File: config.mk
export PLATFORM = sky130hd
export DESIGN_NAME = apb_master_bridge
export DESIGN_NICKNAME = d
export VERILOG_FILES = /design/src/rtl/apb_master_bridge.sv
export SDC_FILE = /design/constraint.sdc
export NUM_CORES = 1
export LEC_CHECK = 0
export ABC_AREA = 0
export CAP_MARGIN = 15
export CORE_ASPECT_RATIO = 1.1
export CORE_UTILIZATION = 25
export DETAILED_ROUTE_END_ITERATION = 12
export SLEW_MARGIN = 30
export SYNTH_ARGS = -nofsm -noshare
export SYNTH_HDL_FRONTEND = slang
export SYNTH_SLANG_ARGS = --single-unit
File: constraint.sdc
create_clock -name PCLK -period 1.9 [get_ports PCLK]
set_clock_uncertainty 0.1 [all_clocks]
set_input_delay 0.285 -clock PCLK [delete_from_list [all_inputs] [get_ports PCLK]]
set_output_delay 0.285 -clock PCLK [all_outputs]
set_load 0.005 [all_outputs]
File: src/rtl/apb_master_bridge.sv
// apb_master_bridge: valid/ready command to single APB SETUP->ACCESS transfer.
// Optional ACCESS timeout when APB_MASTER_TIMEOUT_EN is defined.
// Ports:
//   PCLK, PRESETn                     clock, async active-low reset
//   cmd_valid/ready/write/addr/wdata  upstream command handshake
//   rsp_valid/rdata/err               one-cycle completion pulse
//   PSEL/PENABLE/PWRITE/PADDR/PWDATA  APB request to slave
//   PRDATA/PREADY                     APB response from slave
`timescale 1ns/1ps
module apb_master_bridge #(
  parameter int ADDR_W         = 8,
  parameter int DATA_W         = 8,
  parameter int TIMEOUT_CYCLES = 16
) (
  input  logic              PCLK,
  input  logic              PRESETn,
  input  logic              cmd_valid,
  output logic              cmd_ready,
  input  logic              cmd_write,
  input  logic [ADDR_W-1:0] cmd_addr,
  input  logic [DATA_W-1:0] cmd_wdata,
  output logic              rsp_valid,
  output logic [DATA_W-1:0] rsp_rdata,
  output logic              rsp_err,
  output logic              PSEL,
  output logic              PENABLE,
  output logic              PWRITE,
  output logic [ADDR_W-1:0] PADDR,
  output logic [DATA_W-1:0] PWDATA,
  input  logic [DATA_W-1:0] PRDATA,
  input  logic              PREADY
);

  typedef enum logic [1:0] {
    S_IDLE,
    S_SETUP,
    S_ACCESS
  } state_t;

  state_t state;
  state_t state_nxt;

  logic accept;
  logic done;
  logic tmo;

  assign accept = (state == S_IDLE) && cmd_valid;
  // PREADY only counts in ACCESS; a stale high level elsewhere is ignored.
  assign done   = (state == S_ACCESS) && PREADY;

`ifdef APB_MASTER_TIMEOUT_EN
  localparam int CNT_W = $clog2(TIMEOUT_CYCLES + 1);

  logic [CNT_W-1:0] cnt;

  always_ff @(posedge PCLK or negedge PRESETn) begin
    if (!PRESETn) begin
      cnt <= '0;
    end else if (state == S_SETUP) begin
      cnt <= '0;
    end else if ((state == S_ACCESS) && !PREADY) begin
      cnt <= cnt + CNT_W'(1);
    end
  end

  // Fires on the last allowed wait cycle; PREADY in that cycle wins.
  assign tmo = (state == S_ACCESS) && !PREADY &&
               (cnt == CNT_W'(TIMEOUT_CYCLES - 1));
`else
  assign tmo = 1'b0;
`endif

  always_ff @(posedge PCLK or negedge PRESETn) begin
    if (!PRESETn) begin
      state <= S_IDLE;
    end else begin
      state <= state_nxt;
    end
  end

  always_comb begin
    state_nxt = state;
    unique case (state)
      S_IDLE:   if (cmd_valid) state_nxt = S_SETUP;
      S_SETUP:  state_nxt = S_ACCESS;
      S_ACCESS: if (done || tmo) state_nxt = S_IDLE;
      default:  state_nxt = S_IDLE;
    endcase
  end

  // cmd_ready stays low while reset is held, high in IDLE after release.
  always_comb begin
    cmd_ready = 1'b0;
    PSEL      = 1'b0;
    PENABLE   = 1'b0;
    unique case (state)
      S_IDLE:   cmd_ready = PRESETn;
      S_SETUP:  PSEL      = 1'b1;
      S_ACCESS: begin
        PSEL    = 1'b1;
        PENABLE = 1'b1;
      end
      default: begin
        cmd_ready = 1'b0;
      end
    endcase
  end

  always_ff @(posedge PCLK or negedge PRESETn) begin
    if (!PRESETn) begin
      PWRITE <= 1'b0;
      PADDR  <= '0;
      PWDATA <= '0;
    end else if (accept) begin
      PWRITE <= cmd_write;
      PADDR  <= cmd_addr;
      PWDATA <= cmd_wdata;
    end
  end

  always_ff @(posedge PCLK or negedge PRESETn) begin
    if (!PRESETn) begin
      rsp_valid <= 1'b0;
      rsp_rdata <= '0;
      rsp_err   <= 1'b0;
    end else begin
      rsp_valid <= done || tmo;
      rsp_rdata <= (done && !PWRITE) ? PRDATA : '0;
      rsp_err   <= tmo;
    end
  end

endmodule

==> metrics.md, run 1 <==
| Metric | Value |
|---|---|
| Post-Route WL | 2485 um |
| Total track usage | 0.1091 |
| Final period util | 0.8856 |
| Synth unique cells | 13 |
| DP HPWL | between 1500 and 2000 um |
| Final Max Tran Viols | 0 |
| RSZ-0062 raised after global routing | false |
| Syn Inst Count | 71 |
| Routability Congestion | around 0.7 |
| Most used DFF post-synth | dfrtp_1 |
| # IOs | 59 |
| Sink Count | 28 |
| FF-to-FF End | state[0]$_DFFE_PN0P_ |
| Vias in the first global route | 812 |
| Layout cells sized above 1 | 0.2628 |
| CP Capture Point | cmd_ready |
| Worst hold path class | in -> async |
| Status | finished, final reports clean |
| TNS Setup | 0 ps |
| Grt ovf | 0 |
| Post-DR wirelength/cell | 13.01 um |
| Power Internal | 1.851 mW |
| Area Growth Syn to Fin | 64.80% |
| Num CTS Buffers | 3 |
| Vias | 764 |
| Flop pwr share | 0.373 |
| Share of the yosys chip area belonging to registers | 0.6161 |
| # diodes | 0 |
| H-tree level count | 1 |
| CP startpoint | state[1]$_DFFE_PN0P_ |
| Lkg Pwr | between 0.8 and 0.9 nW |
| Initial antenna violation count | 0 |
| DR DRC count | 0 |
| Row count | 25 |
| Mean Syn Cell Area | 16.02 sq um |
| EDFF count, synth | 0 |
| Synth top area cells | dfrtp_1 62%, mux2_4 13%, mux2_2 8.9%, and2_1 5.0%, ha_1 4.4% |
| Critical Path RT | roughly 1500 ps |
| Register-to-Register Path Depth | 6 |
| CP Launch Type | flip-flop |
| Die ar. | 0.004823 sq mm |
| Die width | 66.31 um |
| Syn Nets | about 100 |
| Synth async-reset ratio | 1.000 |
| Die height | between 70 and 80 um |
| # port buffers | 57 |
| Post-synthesis register bit count | 28 |
| Final core utilization | 0.4342 |
| Power share of the clock group | 0.145 |
| Worst setup EP type | output port |
| Setup Crit Path Kind | reg -> out |
| CTS tree | yes |
| PD cells | 1340 mW/mm^2 |
| Share of the synthesized area in the top cell type | 0.6161 |
| Hold_buf cts | 0 |
| Drt pass-1 iters | 4 |
| Yosys warns | 0 |
| Net switching power | approximately 660 uW |
| Fmax | 0.5943 GHz |
| Crit Path Max Fanout | 2 |
| # setup viols final | 0 |
| Combinational Power Share | 0.482 |
| Layout Nets | about 170 |
| VDD IR max | 562.7 uV |
| Critical R2R Launch | state[0]$_DFFE_PN0P_ |
| Clk root buf | clkbuf_8 |
| DR iter-0 viols | 25 |
| Placeable core area | 0.004317 sq mm |
| Largest net degree at the start of global routing | 29 |
| Cell taking the most area after synthesis | dfrtp_1 |
| Number of hold violations in the final report | 0 |
| Clk_lat worst skew | about 270 ps |
| Min cycle time layout | 1683 ps |
| Most common cell in the netlist | dfrtp_1 |
| Clk slew on worst S/H paths | about 100 ps |
| Vias per inst | ~4.0 |
| Post-route ant nets | 0 |
| Mapped Area | ~0.0011 sq mm |
| Worst path arrival time | 1300 ps |
| Commonest cells in the netlist | 28 x dfrtp_1, 10 x mux2_4, 9 x and2_1, 9 x mux2_2 |
| Max-Cap Viols | 0 |
| First-pass GRT wire length | 3843 um |
| Clk buf depth | 2 |
| Starting Density | 0.2635 |
| Sw Ratio | 0.2628 |
| R2R Setup Slk | about 300 ps |
## cell families (layout without fill, tap and decap cells)
group | count (synthesis) | count (layout) | share of synthesized area
DFF | 28 | 28 | 0.6161
AOI/OAI and AO/OA | 1 | 1 | 0.005504
buffers and inverters | 6 | 72 | 0.03740
other | 1 | 1 | 0.003297
and+or+nand+nor | 12 | 12 | 0.07261
muxes | 19 | 19 | 0.2211
adders and majority gates | 4 | 4 | 0.04401
## registers in the layout, summed over array words and instances (netlist names)
name       flops
rsp_rdata      8
PADDR          8
PWRITE         1
PWDATA         8
state          2
rsp_valid      1
## per-layer routing
metal / global-route usage / vias to the layer above / wire length (um)
met2: 0.1871 / 30 / 1292
met3: 0.02031 / 2 / 164
met1: 0.1317 / 370 / 1000
met5: 0 / - / 0
met4: 0.04965 / 0 / 27
li1: - / 362 / -
## per-stage QoR
stage / setup slack, ps / instances / power, mW / area (sq um) / hold WS (ps)
after floorplan: 434.1 / 71 / 1.465 / 1137 / -110.6
after global placement: 101.9 / 181 / 2.032 / 1755 / 390.1
after detailed placement: 118.5 / 181 / 2.068 / 1755 / 392.7
after CTS: 15.79 / 190 / 2.539 / 1859 / 330.7
after global routing: 155.2 / 191 / 2.688 / 1874 / 367.3
final: 217.3 / 191 / 2.511 / 1874 / 326.3
## power by group through the flow
stage,clock (mW),sequential [mW],combinational [mW]
after floorplan,0,0.958,0.507
after global placement,0,0.934,1.10
after detailed placement,0,0.951,1.12
after CTS,0.382,0.937,1.22
after global routing,0.412,0.967,1.31
final,0.365,0.935,1.21
## layout make-up
class	count	area, sq um
Clock buffer	4	55.05
Multi-Input combinational cell	37	409.1
Fill cell	385	2442
Inverter	4	15.01
Tap cell	54	67.56
Timing Repair Buffer	64	626.9
Sequential cell	28	700.7
## worst min path at each step
| stage | start | endpoint | slack [ps] | depth (start not counted) |
|---|---|---|---|---|
| 5_1_grt | PRESETn | rsp_rdata[0]$_DFF_PN0_ | 370 | 2 |
| 4_1_cts | PRESETn | rsp_rdata[0]$_DFF_PN0_ | 330 | 2 |
| 3_5_place_dp | PADDR[1]$_DFFE_PN0P_ | PADDR[1]$_DFFE_PN0P_ | 390 | 1 |
| 3_3_place_gp | PWDATA[1]$_DFFE_PN0P_ | PWDATA[1]$_DFFE_PN0P_ | 390 | 1 |
| 2_1_floorplan | PRESETn | PADDR[0]$_DFFE_PN0P_ | -110 | 0 |
| 6_report | PRESETn | rsp_rdata[0]$_DFF_PN0_ | 330 | 2 |
## what timing repair did
action,CTS,global route
endpoints found under the hold margin,0,0
pin swaps,1,0
setup endpoints to repair,3,2
buffers inserted,5,1
gates resized for setup,5,3
## worst max-delay path, stage by stage, from the launching register on
cell and delay, ps:
dfrtp_1 390, inv_2 70, ha_4 150, and2_2 160, dlygate4sd2_1 260
## cells in the final DEF (no fill, tap or decap)
cell type	n
dlygate4sd2_1	1
buf_4	7
ha_1	2
inv_1	2
inv_2	2
clkdlybuf4s50_1	54
ha_4	1
and2_1	9
mux2_4	10
o22ai_1	1
dfrtp_1	28
and2_2	1
mux2_2	9
and2b_1	1
conb_1	1
ha_2	1
nand2_4	1
dlymetal6s2s_1	2
clkbuf_8	4
Power figures use the tool's default switching activity.
==> run 2, diff against run 1 <==
- GPL_TIMING_DRIVEN: not set -> 1
- TNS_END_PERCENT: not set -> 1
- clock period: 1.9 -> 1.63 ns (I/O delays scaled with it)
==> metrics.md, run 2 (synthesis results as in run 1) <==
| Metric | Value |
|---|---|
| Final period util | 0.9627 |
| Fillers | between 400 and 500 |
| Clk slew on worst S/H paths | ~90 ps |
| Power Internal | 2.099 mW |
| Worst hold path class | in -> async |
| Status | finished, final reports clean |
| Die width | 66.31 um |
| Total track usage | 0.1084 |
| Crit-path cells | inv_2 > ha_2 > clkdlybuf4s15_1 |
| Worst path arrival time | 1220 ps |
| # setup viols final | 0 |
| Layout cells sized above 1 | 0.2721 |
| CP startpoint | state[0]$_DFFE_PN0P_ |
| Vias per inst | 4.032 |
| Hold slack | a little under 300 ps |
| CP max-delay cell | dfrtp_1 |
| Worst path bufs/invs | 2 |
| Min cycle time layout | 1569 ps |
| TNS Setup | 0 ps |
| Final core utilization | 0.4301 |
| Starting Density | 0.2635 |
| Num CTS Buffers | 3 |
| Most frequent cells in the layout | 54 x clkdlybuf4s50_1, 28 x dfrtp_1, 10 x mux2_4 |
| CP Capture Point | PSEL |
| Net switching power | 764.4 uW |
| Vias | 766 |
| Crit-path max cell delay | 400 ps |
| Worst setup EP type | output port |
| Fmax | about 0.64 GHz |
| Layout Nets | 171 |
| Post-DR wirelength/cell | about 13 um |
| Flop pwr share | 0.380 |
| Commonest non-fill, non-tap cell in the layout | clkdlybuf4s50_1 |
| DR DRC count | 0 |
| CP Depth | 3 |
| CTS tree | yes |
| Routability Congestion | 0.6706 |
| Clk_lat worst skew | 270 ps |
| RSZ-0062 raised after global routing | false |
| Critical Path RT | approximately 1300 ps |
| DP HPWL | 1832 um |
| Clk root buf | clkbuf_8 |
| Power share of the clock group | 0.128 |
| Biggest regs | PADDR (8), PWDATA (8), rsp_rdata (8) |
| PD cells | 1542 mW/mm^2 |
| Max-Cap Viols | 0 |
| Lkg Pwr | 0.8398 nW |
| Post-Route WL | 2482 um |
| Crit Path Max Fanout | 3 |
| Drt pass-1 iters | 2 |
| Sink Count | 28 |
| Sw Ratio | 0.2669 |
| # port buffers | 57 |
| H-tree level count | 1 |
| DR iter-0 viols | 34 |
| R2R Setup Slk | 70 ps |
| # diodes | 0 |
| Family with the most delay on the worst path | flip-flops |
| # IOs | 59 |
| Row count | 25 |
| First-pass GRT wire length | 3905 um |
| FF-to-FF End | state[0]$_DFFE_PN0P_ |
| CP Launch Type | flip-flop |
| Largest net degree at the start of global routing | 29 |
| Post-route ant nets | 0 |
| Die ar. | 0.004823 sq mm |
| Die height | 72.74 um |
| Grt ovf | 0 |
| Combinational Power Share | 0.492 |
| Final Max Tran Viols | 0 |
| Setup Crit Path Kind | reg -> out |
| Vias in the first global route | 853 |
| Hold_buf cts | 0 |
| Clk buf depth | 2 |
| Number of hold violations in the final report | 0 |
| Critical R2R Launch | state[0]$_DFFE_PN0P_ |
| Placeable core area | 0.004317 sq mm |
| Register-to-Register Path Depth | 6 |
| Initial antenna violation count | 0 |
| Area Growth Syn to Fin | 63.26% |
| VDD IR max | 704.0 uV |
-- run 2: timing repair --
item / 4_1_cts / 5_1_grt
endpoints found under the setup margin: 7 / 12
endpoints found under the hold margin: 0 / 0
setup buffers: 2 / 0
cloned: 0 / 0
gates resized for setup: 7 / 6
-- run 2: metal layers --
layer | track usage | part of all wire | up-vias
li1 | - | - | 359
met1 | 0.1197 | 0.35 | 375
met2 | 0.2018 | 0.57 | 30
met3 | 0.01563 | 0.062 | 2
met4 | 0.04965 | 0.013 | 0
met5 | 0 | 0 | -
-- run 2: stage by stage --
stage | total power, mW | cells | cell area (sq um) | worst slack [ps]
2_1_floorplan | 1.708 | 71 | 1137 | 164.1
3_3_place_gp | 2.436 | 185 | 1785 | -88.50
3_5_place_dp | 2.478 | 185 | 1785 | -78.79
4_1_cts | 2.883 | 190 | 1842 | -15.65
5_1_grt | 3.054 | 190 | 1857 | 6.711
6_report | 2.864 | 190 | 1857 | 60.87
-- run 2: worst min-delay path by stage --
| stage | endpoint | slack, ps | cells past startpoint |
|---|---|---|---|
| 6_report | PADDR[1]$_DFFE_PN0P_ | 290 | 2 |
| 5_1_grt | state[1]$_DFFE_PN0P_ | 330 | 2 |
| 4_1_cts | state[0]$_DFFE_PN0P_ | 310 | 2 |
| 3_5_place_dp | PWDATA[4]$_DFFE_PN0P_ | 390 | 1 |
| 3_3_place_gp | PWDATA[1]$_DFFE_PN0P_ | 390 | 1 |
| 2_1_floorplan | PADDR[0]$_DFFE_PN0P_ | -150 | 0 |
-- run 2: worst register-to-register path: cells and delay by family, from the launching register on --
family / cells / cell delay, ps
buffers and inverters: 3 / 270
AOI/OAI and AO/OA: 1 / 140
muxes: 1 / 360
DFF: 1 / 400
adders and majority gates: 1 / 180
-- run 2: layout make-up --
cell class,instances,area [sq um],share of cell area
Clock buffer,3,41.29,0.02224
Inverter,4,15.01,0.008086
Multi-Input combinational cell,37,414.1,0.2230
Sequential cell,28,700.7,0.3774
Tap cell,54,67.56,0.03639
Timing Repair Buffer,64,618.1,0.3329
-- run 2: power groups by stage --
stage / registers (mW) / clock network [mW] / logic, mW
global placement: 1.09 / 0 / 1.35
finish: 1.09 / 0.368 / 1.41
CTS: 1.09 / 0.391 / 1.40
global route: 1.12 / 0.413 / 1.52
detailed placement: 1.10 / 0 / 1.38
floorplan: 1.12 / 0 / 0.591
